<file path="config.mk">
export PLATFORM = sky130hd
export DESIGN_NAME = kmeans_pn_loader
export DESIGN_NICKNAME = d
export VERILOG_FILES = /design/src/rtl/kmeans_pkg.sv /design/src/rtl/kmeans_pn_loader.sv
export SDC_FILE = /design/constraint.sdc
export NUM_CORES = 1
export LEC_CHECK = 0
export BUFFER_PORTS_ARGS = -buffer_cell sky130_fd_sc_hd__buf_2
export CAP_MARGIN = 20
export CORE_MARGIN = 2
export CORE_UTILIZATION = 51
export CTS_CLUSTER_SIZE = 25
export DETAILED_ROUTE_END_ITERATION = 16
export PLACE_DENSITY = 0.75
export SETUP_SLACK_MARGIN = 0.15
export SYNTH_ARGS = -nofsm -noshare
export SYNTH_HDL_FRONTEND = slang
export SYNTH_SLANG_ARGS = --single-unit
</file>
<file path="constraint.sdc">
create_clock -name Clk -period 2.45 [get_ports Clk]
set_input_delay 0.1225 -clock Clk [delete_from_list [all_inputs] [get_ports Clk]]
set_output_delay 0.1225 -clock Clk [all_outputs]
set_load 0.005 [all_outputs]
</file>
<file path="src/rtl/kmeans_pkg.sv">
// Shared constants and types for the k-means engine.
// Holds the PNL BRAM layout, PN clamp limits and loader FSM states.
package kmeans_pkg;

  localparam int PNL_BRAM_ADDR_SIZE_NB   = 15;
  localparam int PNL_BRAM_DBITS_WIDTH_NB = 16;
  localparam int NUM_PNS                 = 4096;

  localparam int NUM_VALS_ADDR     = 0;
  localparam int NUM_CLUSTERS_ADDR = 1;
  localparam int NUM_DIMS_ADDR     = 2;
  localparam int PROG_VALS         = 3;
  localparam int PN_BRAM_BASE      = 24576;

  localparam int LARGEST_POS_VAL = 16383;
  localparam int LARGEST_NEG_VAL = -16383;
  localparam int PN_WORD_BYTES   = 2;

  typedef enum logic [3:0] {
    S_IDLE,
    S_CFG_HI,
    S_CFG_LO,
    S_CFG_WR,
    S_CHECK,
    S_PN_HI,
    S_PN_LO,
    S_PN_WR,
    S_DONE,
    S_ERR
  } loader_state_t;

  typedef struct packed {
    logic [15:0] val;
    logic        clamped;
  } pn_clamp_t;

  // PN words are signed 12.4; saturate symmetrically.
  function automatic pn_clamp_t pn_clamp(input logic [15:0] w);
    pn_clamp_t r;
    int        v;
    v         = int'($signed(w));
    r.val     = w;
    r.clamped = 1'b0;
    if (v > LARGEST_POS_VAL) begin
      r.val     = 16'(LARGEST_POS_VAL);
      r.clamped = 1'b1;
    end else if (v < LARGEST_NEG_VAL) begin
      r.val     = 16'(LARGEST_NEG_VAL);
      r.clamped = 1'b1;
    end
    return r;
  endfunction

endpackage

</file>
<file path="src/rtl/kmeans_pn_loader.sv">
// Host byte stream to PNL BRAM writer for the k-means engine.
// Writes the config words, checks them, then the clamped PN words.
module kmeans_pn_loader
  import kmeans_pkg::*;
#(
  parameter int ADDR_NB = PNL_BRAM_ADDR_SIZE_NB,
  parameter int DATA_NB = PNL_BRAM_DBITS_WIDTH_NB,
  parameter int MAX_PNS = NUM_PNS
) (
  input  logic               Clk,
  input  logic               RESET,
  input  logic               start_i,
  input  logic [7:0]         byte_i,
  input  logic               byte_valid_i,
  output logic               byte_ready_o,
  output logic [ADDR_NB-1:0] bram_addr_o,
  output logic [DATA_NB-1:0] bram_din_o,
  output logic               bram_we_o,
  output logic               ready_o,
  output logic               done_o,
  output logic               err_cfg_o,
  output logic               err_range_o,
  output logic [12:0]        word_cnt_o
);

  localparam int WORD_NB = 8 * PN_WORD_BYTES;

  loader_state_t      state_q, state_d;
  logic [7:0]         hi_q, hi_d;
  logic [1:0]         cfg_idx_q, cfg_idx_d;
  logic [WORD_NB-1:0] cfg_q [PROG_VALS];
  logic [WORD_NB-1:0] cfg_d [PROG_VALS];
  logic [12:0]        word_cnt_q, word_cnt_d;
  logic [ADDR_NB-1:0] addr_q, addr_d;
  logic [DATA_NB-1:0] din_q, din_d;
  logic               we_q, we_d;
  logic               done_q, done_d;
  logic               brdy_q, brdy_d;
  logic               idle_q, idle_d;
  logic               err_cfg_q, err_cfg_d;
  logic               err_range_q, err_range_d;

  logic [WORD_NB-1:0] word;
  pn_clamp_t          cl;
  logic [ADDR_NB-1:0] cfg_addr;
  logic               cfg_ok;
  logic               last_pn;

  assign word = {hi_q, byte_i};
  assign cl   = pn_clamp(word);

  always_comb begin
    unique case (cfg_idx_q)
      2'd0:    cfg_addr = ADDR_NB'(NUM_VALS_ADDR);
      2'd1:    cfg_addr = ADDR_NB'(NUM_CLUSTERS_ADDR);
      default: cfg_addr = ADDR_NB'(NUM_DIMS_ADDR);
    endcase
  end

  // Bounding num_vals here keeps every PN address inside the PN region.
  assign cfg_ok = (cfg_q[0] != '0)
               && (cfg_q[0] <= 16'(MAX_PNS))
               && (cfg_q[2] != '0);

  assign last_pn = (16'(word_cnt_q) + 16'd1) == cfg_q[0];

  always_comb begin
    state_d     = state_q;
    hi_d        = hi_q;
    cfg_idx_d   = cfg_idx_q;
    cfg_d       = cfg_q;
    word_cnt_d  = word_cnt_q;
    addr_d      = addr_q;
    din_d       = din_q;
    we_d        = 1'b0;
    err_cfg_d   = err_cfg_q;
    err_range_d = err_range_q;
    unique case (state_q)
      S_IDLE: begin
        if (start_i) begin
          err_cfg_d   = 1'b0;
          err_range_d = 1'b0;
          word_cnt_d  = '0;
          cfg_idx_d   = '0;
          state_d     = S_CFG_HI;
        end
      end
      S_CFG_HI: begin
        if (byte_valid_i) begin
          hi_d    = byte_i;
          state_d = S_CFG_LO;
        end
      end
      S_CFG_LO: begin
        if (byte_valid_i) begin
          cfg_d[cfg_idx_q] = word;
          addr_d           = cfg_addr;
          din_d            = DATA_NB'(word);
          we_d             = 1'b1;
          state_d          = S_CFG_WR;
        end
      end
      S_CFG_WR: begin
        cfg_idx_d = cfg_idx_q + 2'd1;
        if (cfg_idx_q == 2'(PROG_VALS - 1))
          state_d = S_CHECK;
        else
          state_d = S_CFG_HI;
      end
      S_CHECK: begin
        if (cfg_ok) begin
          state_d = S_PN_HI;
        end else begin
          err_cfg_d = 1'b1;
          state_d   = S_ERR;
        end
      end
      S_PN_HI: begin
        if (byte_valid_i) begin
          hi_d    = byte_i;
          state_d = S_PN_LO;
        end
      end
      S_PN_LO: begin
        if (byte_valid_i) begin
          addr_d      = ADDR_NB'(PN_BRAM_BASE)
                      + ADDR_NB'(word_cnt_q);
          din_d       = DATA_NB'(cl.val);
          err_range_d = err_range_q | cl.clamped;
          we_d        = 1'b1;
          state_d     = S_PN_WR;
        end
      end
      S_PN_WR: begin
        word_cnt_d = word_cnt_q + 13'd1;
        state_d    = last_pn ? S_DONE : S_PN_HI;
      end
      S_DONE:  state_d = S_IDLE;
      S_ERR:   state_d = S_IDLE;
      default: state_d = S_IDLE;
    endcase
    brdy_d = (state_d == S_CFG_HI) || (state_d == S_CFG_LO)
          || (state_d == S_PN_HI)  || (state_d == S_PN_LO);
    idle_d = (state_d == S_IDLE);
    done_d = (state_d == S_DONE);
  end

  always_ff @(posedge Clk) begin
    if (RESET) begin
      state_q     <= S_IDLE;
      hi_q        <= '0;
      cfg_idx_q   <= '0;
      for (int i = 0; i < PROG_VALS; i++)
        cfg_q[i] <= '0;
      word_cnt_q  <= '0;
      addr_q      <= '0;
      din_q       <= '0;
      we_q        <= 1'b0;
      done_q      <= 1'b0;
      brdy_q      <= 1'b0;
      idle_q      <= 1'b1;
      err_cfg_q   <= 1'b0;
      err_range_q <= 1'b0;
    end else begin
      state_q     <= state_d;
      hi_q        <= hi_d;
      cfg_idx_q   <= cfg_idx_d;
      cfg_q       <= cfg_d;
      word_cnt_q  <= word_cnt_d;
      addr_q      <= addr_d;
      din_q       <= din_d;
      we_q        <= we_d;
      done_q      <= done_d;
      brdy_q      <= brdy_d;
      idle_q      <= idle_d;
      err_cfg_q   <= err_cfg_d;
      err_range_q <= err_range_d;
    end
  end

  assign byte_ready_o = brdy_q;
  assign bram_addr_o  = addr_q;
  assign bram_din_o   = din_q;
  assign bram_we_o    = we_q;
  assign ready_o      = idle_q;
  assign done_o       = done_q;
  assign err_cfg_o    = err_cfg_q;
  assign err_range_o  = err_range_q;
  assign word_cnt_o   = word_cnt_q;

endmodule
</file>
==> results of run 1 <==
cell type report:
class                   count  share of cell area
repair buffers             90               0.106
multi-input cells         411               0.447
flip-flops and latches     95               0.379
inverters                  10             0.00740
well taps                 105              0.0259
clock inverters             6             0.00838
clock buffers              10              0.0271
metal layers:
layer	vias up	routed length [um]	GRT usage
met5	-	0	0
met4	0	479	0.141
met3	44	842	0.0361
met2	207	5200	0.379
met1	1940	5040	0.336
li1	2078	-	-
synth_stat cells (5+ instances only):
| master | n | area (um^2) |
|---|---|---|
| xnor2_1 | 11 | 96.3 |
| nor3_1 | 25 | 125 |
| ha_1 | 5 | 62.6 |
| nand2_1 | 79 | 297 |
| a21oi_1 | 75 | 375 |
| dfxtp_1 | 95 | 1900 |
| nand4_1 | 5 | 31.3 |
| inv_1 | 10 | 37.5 |
| nand3_1 | 41 | 205 |
| a22oi_1 | 12 | 90.1 |
| nor4_1 | 15 | 93.8 |
| nor2_1 | 68 | 255 |
| clkbuf_1 | 39 | 146 |
| nand2b_1 | 5 | 31.3 |
| o21ai_0 | 12 | 60.1 |
power breakdown:
group          leakage (nW)  switching [mW]  internal [mW]
Sequential            0.772          0.0288           1.56
Combinational          1.05           0.126         0.0686
Clock                0.0891           0.585          0.401
Total                  1.91           0.739           2.03
timing repair:
| action | 4_1_cts | 5_1_grt |
|---|---|---|
| endpoints found under the setup margin | 4 | 5 |
| setup buffers | 15 | 1 |
| resized for setup | 10 | 1 |
| pin swaps | 4 | 4 |
registers in the layout (all words and copies together), names as in the netlist:
register,cells
ready_o,1
bram_din_o,16
cfg_q,32
err_range_o,1
byte_ready_o,1
done_o,1
err_cfg_o,1
word_cnt_o,13
state_q,4
bram_we_o,1
bram_addr_o,14
hi_q,8
cfg_idx_q,2
worst max-delay path by stage:
stage	start	endpoint	slack [ns]
floorplan	word_cnt_o[0]	state_q[0]	0.16
global placement	word_cnt_o[0]	state_q[0]	0.10
detailed placement	word_cnt_o[7]	state_q[0]	0.03
CTS	word_cnt_o[0]	state_q[0]	0.12
global route	word_cnt_o[1]	state_q[0]	0.002
finish	word_cnt_o[1]	state_q[0]	0.02
critical path, stage by stage (launching register included):
cell,delay (ns)
dfxtp_4,0.39
ha_4,0.18
and3_4,0.23
nand3_4,0.09
xor2_1,0.18
o22ai_1,0.14
a311o_1,0.34
or4b_4,0.54
a22o_1,0.25
logic make-up (layout without fill, tap and decap cells):
| logic type | Yosys count | count (layout) | share of synthesized area |
|---|---|---|---|
| buf+inv | 58 | 116 | 0.0604 |
| fa+ha+maj | 5 | 5 | 0.0143 |
| xor+xnor | 15 | 15 | 0.0300 |
| flops | 95 | 95 | 0.435 |
| simple gates | 260 | 260 | 0.279 |
| compound gates | 128 | 128 | 0.174 |
| mux | 3 | 3 | 0.00715 |
==> impl_metrics.tcl, run 1 <==
set metrics [dict create \
    syn-num-nets 581 \
    grt_pass1_wl_mm 19.2 \
    htree_levels 3 \
    cts_sinks 95 \
    hold_viol 0 \
    maxSlewViolCount 0 \
    place_hpwl_mm 7.64 \
    critPathKind "flop to flop" \
    clock_path_buffers 2 \
    ys_async_sr_fraction 0 \
    clk_latency_ns 0.37 \
    drive_gt1_frac 0.209 \
    final_util 0.615 \
    critPathMaxFanout 5 \
    fp-row-count 33 \
    place_ws_ns 0.0346 \
    fin_cells 727 \
    synth-seq-area-share 0.435 \
    slew_headroom 0.608 \
    cts_made_buffers 9 \
    grt_max_degree 63 \
    first_iter_violations 292 \
    grt_setup_unrepaired "yes" \
    nNetsFinal 634 \
    ys_seq_elements 95 \
    drt-total-wl_mm 11.6 \
    hold_depth 3 \
    synthFlopType "dfxtp_1" \
    fillerInstances 738 \
    p_leak_nw 1.91 \
    synth_warnings 0 \
    power.density_nw_per_um2 546 \
    seqCellArea_um2 1920 \
    start_util 0.530 \
    timing.rr.end "state_q[0]" \
    wl_per_cell_um 15.9 \
    reg2reg_slack_ns 0.02 \
    setup-tns-final_ns 0 \
    ioPinCount 62 \
    syn_inst 564 \
    tightest_slew_ns 0.589 \
    synth_area_um2 4370 \
    avgSynthCellArea_um2 7.75 \
    worstPathArrival_ns 2.71 \
    worstSetupStartpointType "flop" \
    cts_root_buffer "clkbuf_8" \
    final_common_cell "dfxtp_1" \
    num_antenna_cells 0 \
    dp_cells 695 \
    fmax_mhz 411 \
    dr.pass1.iters 5 \
    outcome "finished clean" \
    multi_input_area_um2 2270 \
    design_power_total_mw 2.77 \
    viasPerCell 5.87 \
    post-route-period-util 0.994 \
    fin_hold_ws_ns 0.0453 \
    dpl_cell_area_um2 4740 \
    min_path_type "primary input to flop" \
    grt_pass1_vias 3945 \
    required_ns 2.72 \
    groute.usage.overall 0.248 \
    hp-start "byte_i[4]" \
    detailroute.via_count 4269 \
    worst_slack_ns 0.0155 \
    antenna_left 0 \
    hold_buffers 0 \
    period_minus_slack_ns 2.43 \
    core-area_um2 8260 \
    critPathCaptureType "flop" \
    antenna_found_initial 0 \
    ir_worst_vdd_uv 364 \
    layout_common_cells "88 x dfxtp_1, 78 x nand2_1, 75 x a21oi_1, 68 x nor2_1, 61 x buf_2" \
    clock_skew_ns 0.00726 \
    io_buffers 61 \
    synth_cell_types 53 \
    grt_overflow 0 \
    drc 0 \
    whs_endpoint "hi_q[4]" \
    synth_edf_count 0 \
    die_y_um 96.6 \
    r2r_cells 8 \
    area_growth_pct 16.1 \
    die_x_um 96.6 \
    path_clk_slew_ns 0.09 \
    setup_viol 0 \
    stdcell_area_um2 5070 \
    cap_violations 0 \
    die-area_um2 9330 \
    cts_tree "done" \
    r2r_start "word_cnt_o[1]" \
    gp_congestion 0.906 \
]
Note: power is estimated with default switching activity, not from simulation.
==> run 2: changes to the inputs <==
--- a/config.mk
+++ b/config.mk
@@ -8,10 +8,11 @@
 export BUFFER_PORTS_ARGS = -buffer_cell sky130_fd_sc_hd__buf_2
 export CAP_MARGIN = 20
 export CORE_MARGIN = 2
-export CORE_UTILIZATION = 51
-export CTS_CLUSTER_SIZE = 25
+export CORE_UTILIZATION = 61
+export CTS_CLUSTER_SIZE = 8
 export DETAILED_ROUTE_END_ITERATION = 16
-export PLACE_DENSITY = 0.75
+export HOLD_SLACK_MARGIN = 0.05
+export PLACE_DENSITY = 0.84
 export SETUP_SLACK_MARGIN = 0.15
 export SYNTH_ARGS = -nofsm -noshare
 export SYNTH_HDL_FRONTEND = slang
==> constraint.sdc (replaced) <==
create_clock -name Clk -period 3.1 [get_ports Clk]
set_input_delay 0.155 -clock Clk [delete_from_list [all_inputs] [get_ports Clk]]
set_output_delay 0.155 -clock Clk [all_outputs]
set_load 0.005 [all_outputs]
==> impl_metrics.tcl, run 2 (synthesis gave the netlist of run 1 again) <==
set metrics [dict create \
    outcome "finished clean" \
    critPathKind "flop to flop" \
    grt_pass1_wl_mm 17.7 \
    setup-tns-final_ns 0 \
    hp-start "byte_i[3]" \
    min_path_type "primary input to flop" \
    slew_headroom 0.430 \
    first_iter_violations 338 \
    cts_resized 0 \
    regMostFlops "cfg_q" \
    r2r_cells 7 \
    fp-row-count 30 \
    die-area_um2 7860 \
    r2r_start "word_cnt_o[0]" \
    stdcell_area_um2 4840 \
    tightest_slew_ns 0.855 \
    viasPerCell 6.06 \
    required_ns 3.37 \
    cts_made_buffers 9 \
    hold_viol 0 \
    path_clk_slew_ns 0.10 \
    clock_skew_ns 0.00771 \
    ir_worst_vdd_uv 329 \
    fillerInstances 585 \
    clock_path_buffers 2 \
    grt_pass1_vias 3712 \
    start_util 0.637 \
    design_power_total_mw 2.30 \
    power.density_nw_per_um2 476 \
    core-area_um2 6870 \
    cp_slowest_cell "or4b_4" \
    drive_gt1_frac 0.155 \
    worstPathArrival_ns 3.12 \
    groute.usage.overall 0.288 \
    antenna_left 0 \
    clk_latency_ns 0.37 \
    maxSlewViolCount 0 \
    critPathMaxStageDelay_ns 0.58 \
    detailroute.via_count 4209 \
    grt_setup_unrepaired "no" \
    hold_buffers 0 \
    fin_hold_ws_ns 0.0730 \
    critPathCaptureType "flop" \
    cts_tree "done" \
    dr.pass1.iters 5 \
    layout_common_cells "95 x dfxtp_1, 79 x nand2_1, 75 x a21oi_1, 68 x nor2_1, 61 x buf_2" \
    die_y_um 88.7 \
    largest_reg_flops 32 \
    grt_max_degree 48 \
    drc 0 \
    post_cts_buffers 0 \
    cts_root_buffer "clkbuf_8" \
    place_hpwl_mm 7.47 \
    reg2reg_slack_ns 0.25 \
    hold_depth 3 \
    fin_cells 695 \
    gp_congestion 0.936 \
    cap_violations 0 \
    whs_endpoint "hi_q[3]" \
    worstSetupStartpointType "flop" \
    cts_sinks 95 \
    fmax_mhz 351 \
    num_antenna_cells 0 \
    final_util 0.704 \
    dp_cells 679 \
    ioPinCount 62 \
    place_ws_ns 0.272 \
    dpl_cell_area_um2 4620 \
    p_leak_nw 1.81 \
    nNetsFinal 611 \
    setup_viol 0 \
    htree_levels 3 \
    timing.rr.end "state_q[0]" \
    antenna_found_initial 0 \
    period_minus_slack_ns 2.85 \
    post-route-period-util 0.918 \
    critPathBufInv 0 \
    drt-total-wl_mm 11.0 \
    io_buffers 61 \
    grt_overflow 0 \
    cp_top_family "simple AND/OR/NAND/NOR gates" \
    worst_slack_ns 0.254 \
    path_cells "ha_1 -> and3_1 -> nand3_4 -> o32a_1 -> a311o_1 -> or4b_4 -> a22o_1" \
    critPathMaxFanout 7 \
    final_common_cell "dfxtp_1" \
    die_x_um 88.7 \
    wl_per_cell_um 15.8 \
    area_growth_pct 10.6 \
]
run 2: layer usage:
metal,wire (um),vias up,global-route usage,share of wire
met5,0,-,0,0
met4,273,0,0.109,0.025
met3,781,30,0.0494,0.071
met2,5250,183,0.496,0.48
met1,4650,1960,0.361,0.42
li1,-,2036,-,-
run 2: report_power, final:
part           switching, mW  internal, mW  total [mW]
clock                  0.461         0.426       0.887
sequential            0.0227          1.24        1.26
combinational         0.0984        0.0531       0.152
run 2: worst min-delay path: cells and delay by family:
kind,cells,cell delay [ns]
simple gates,1,0.06
compound gates,1,0.05
buf+inv,1,0.14
run 2: worst max-delay path by stage:
stage / to / slack (ns) / startpoint / cells after the start
floorplan: state_q[0] / 0.49 / word_cnt_o[0] / 8
global placement: state_q[0] / 0.36 / word_cnt_o[0] / 7
detailed placement: state_q[0] / 0.27 / word_cnt_o[0] / 7
CTS: state_q[0] / 0.27 / word_cnt_o[0] / 7
global route: state_q[0] / 0.15 / word_cnt_o[0] / 7
finish: state_q[0] / 0.25 / word_cnt_o[0] / 7
run 2: final cells by class:
cell class	count	area [um^2]	share of cell area
clock buffer	11	151	0.0313
multi-input combinational	411	2210	0.457
clock inverter	5	63.8	0.0132
inverter	10	37.5	0.00776
timing repair buffer	67	350	0.0724
tap	96	120	0.0248
sequential	95	1900	0.393
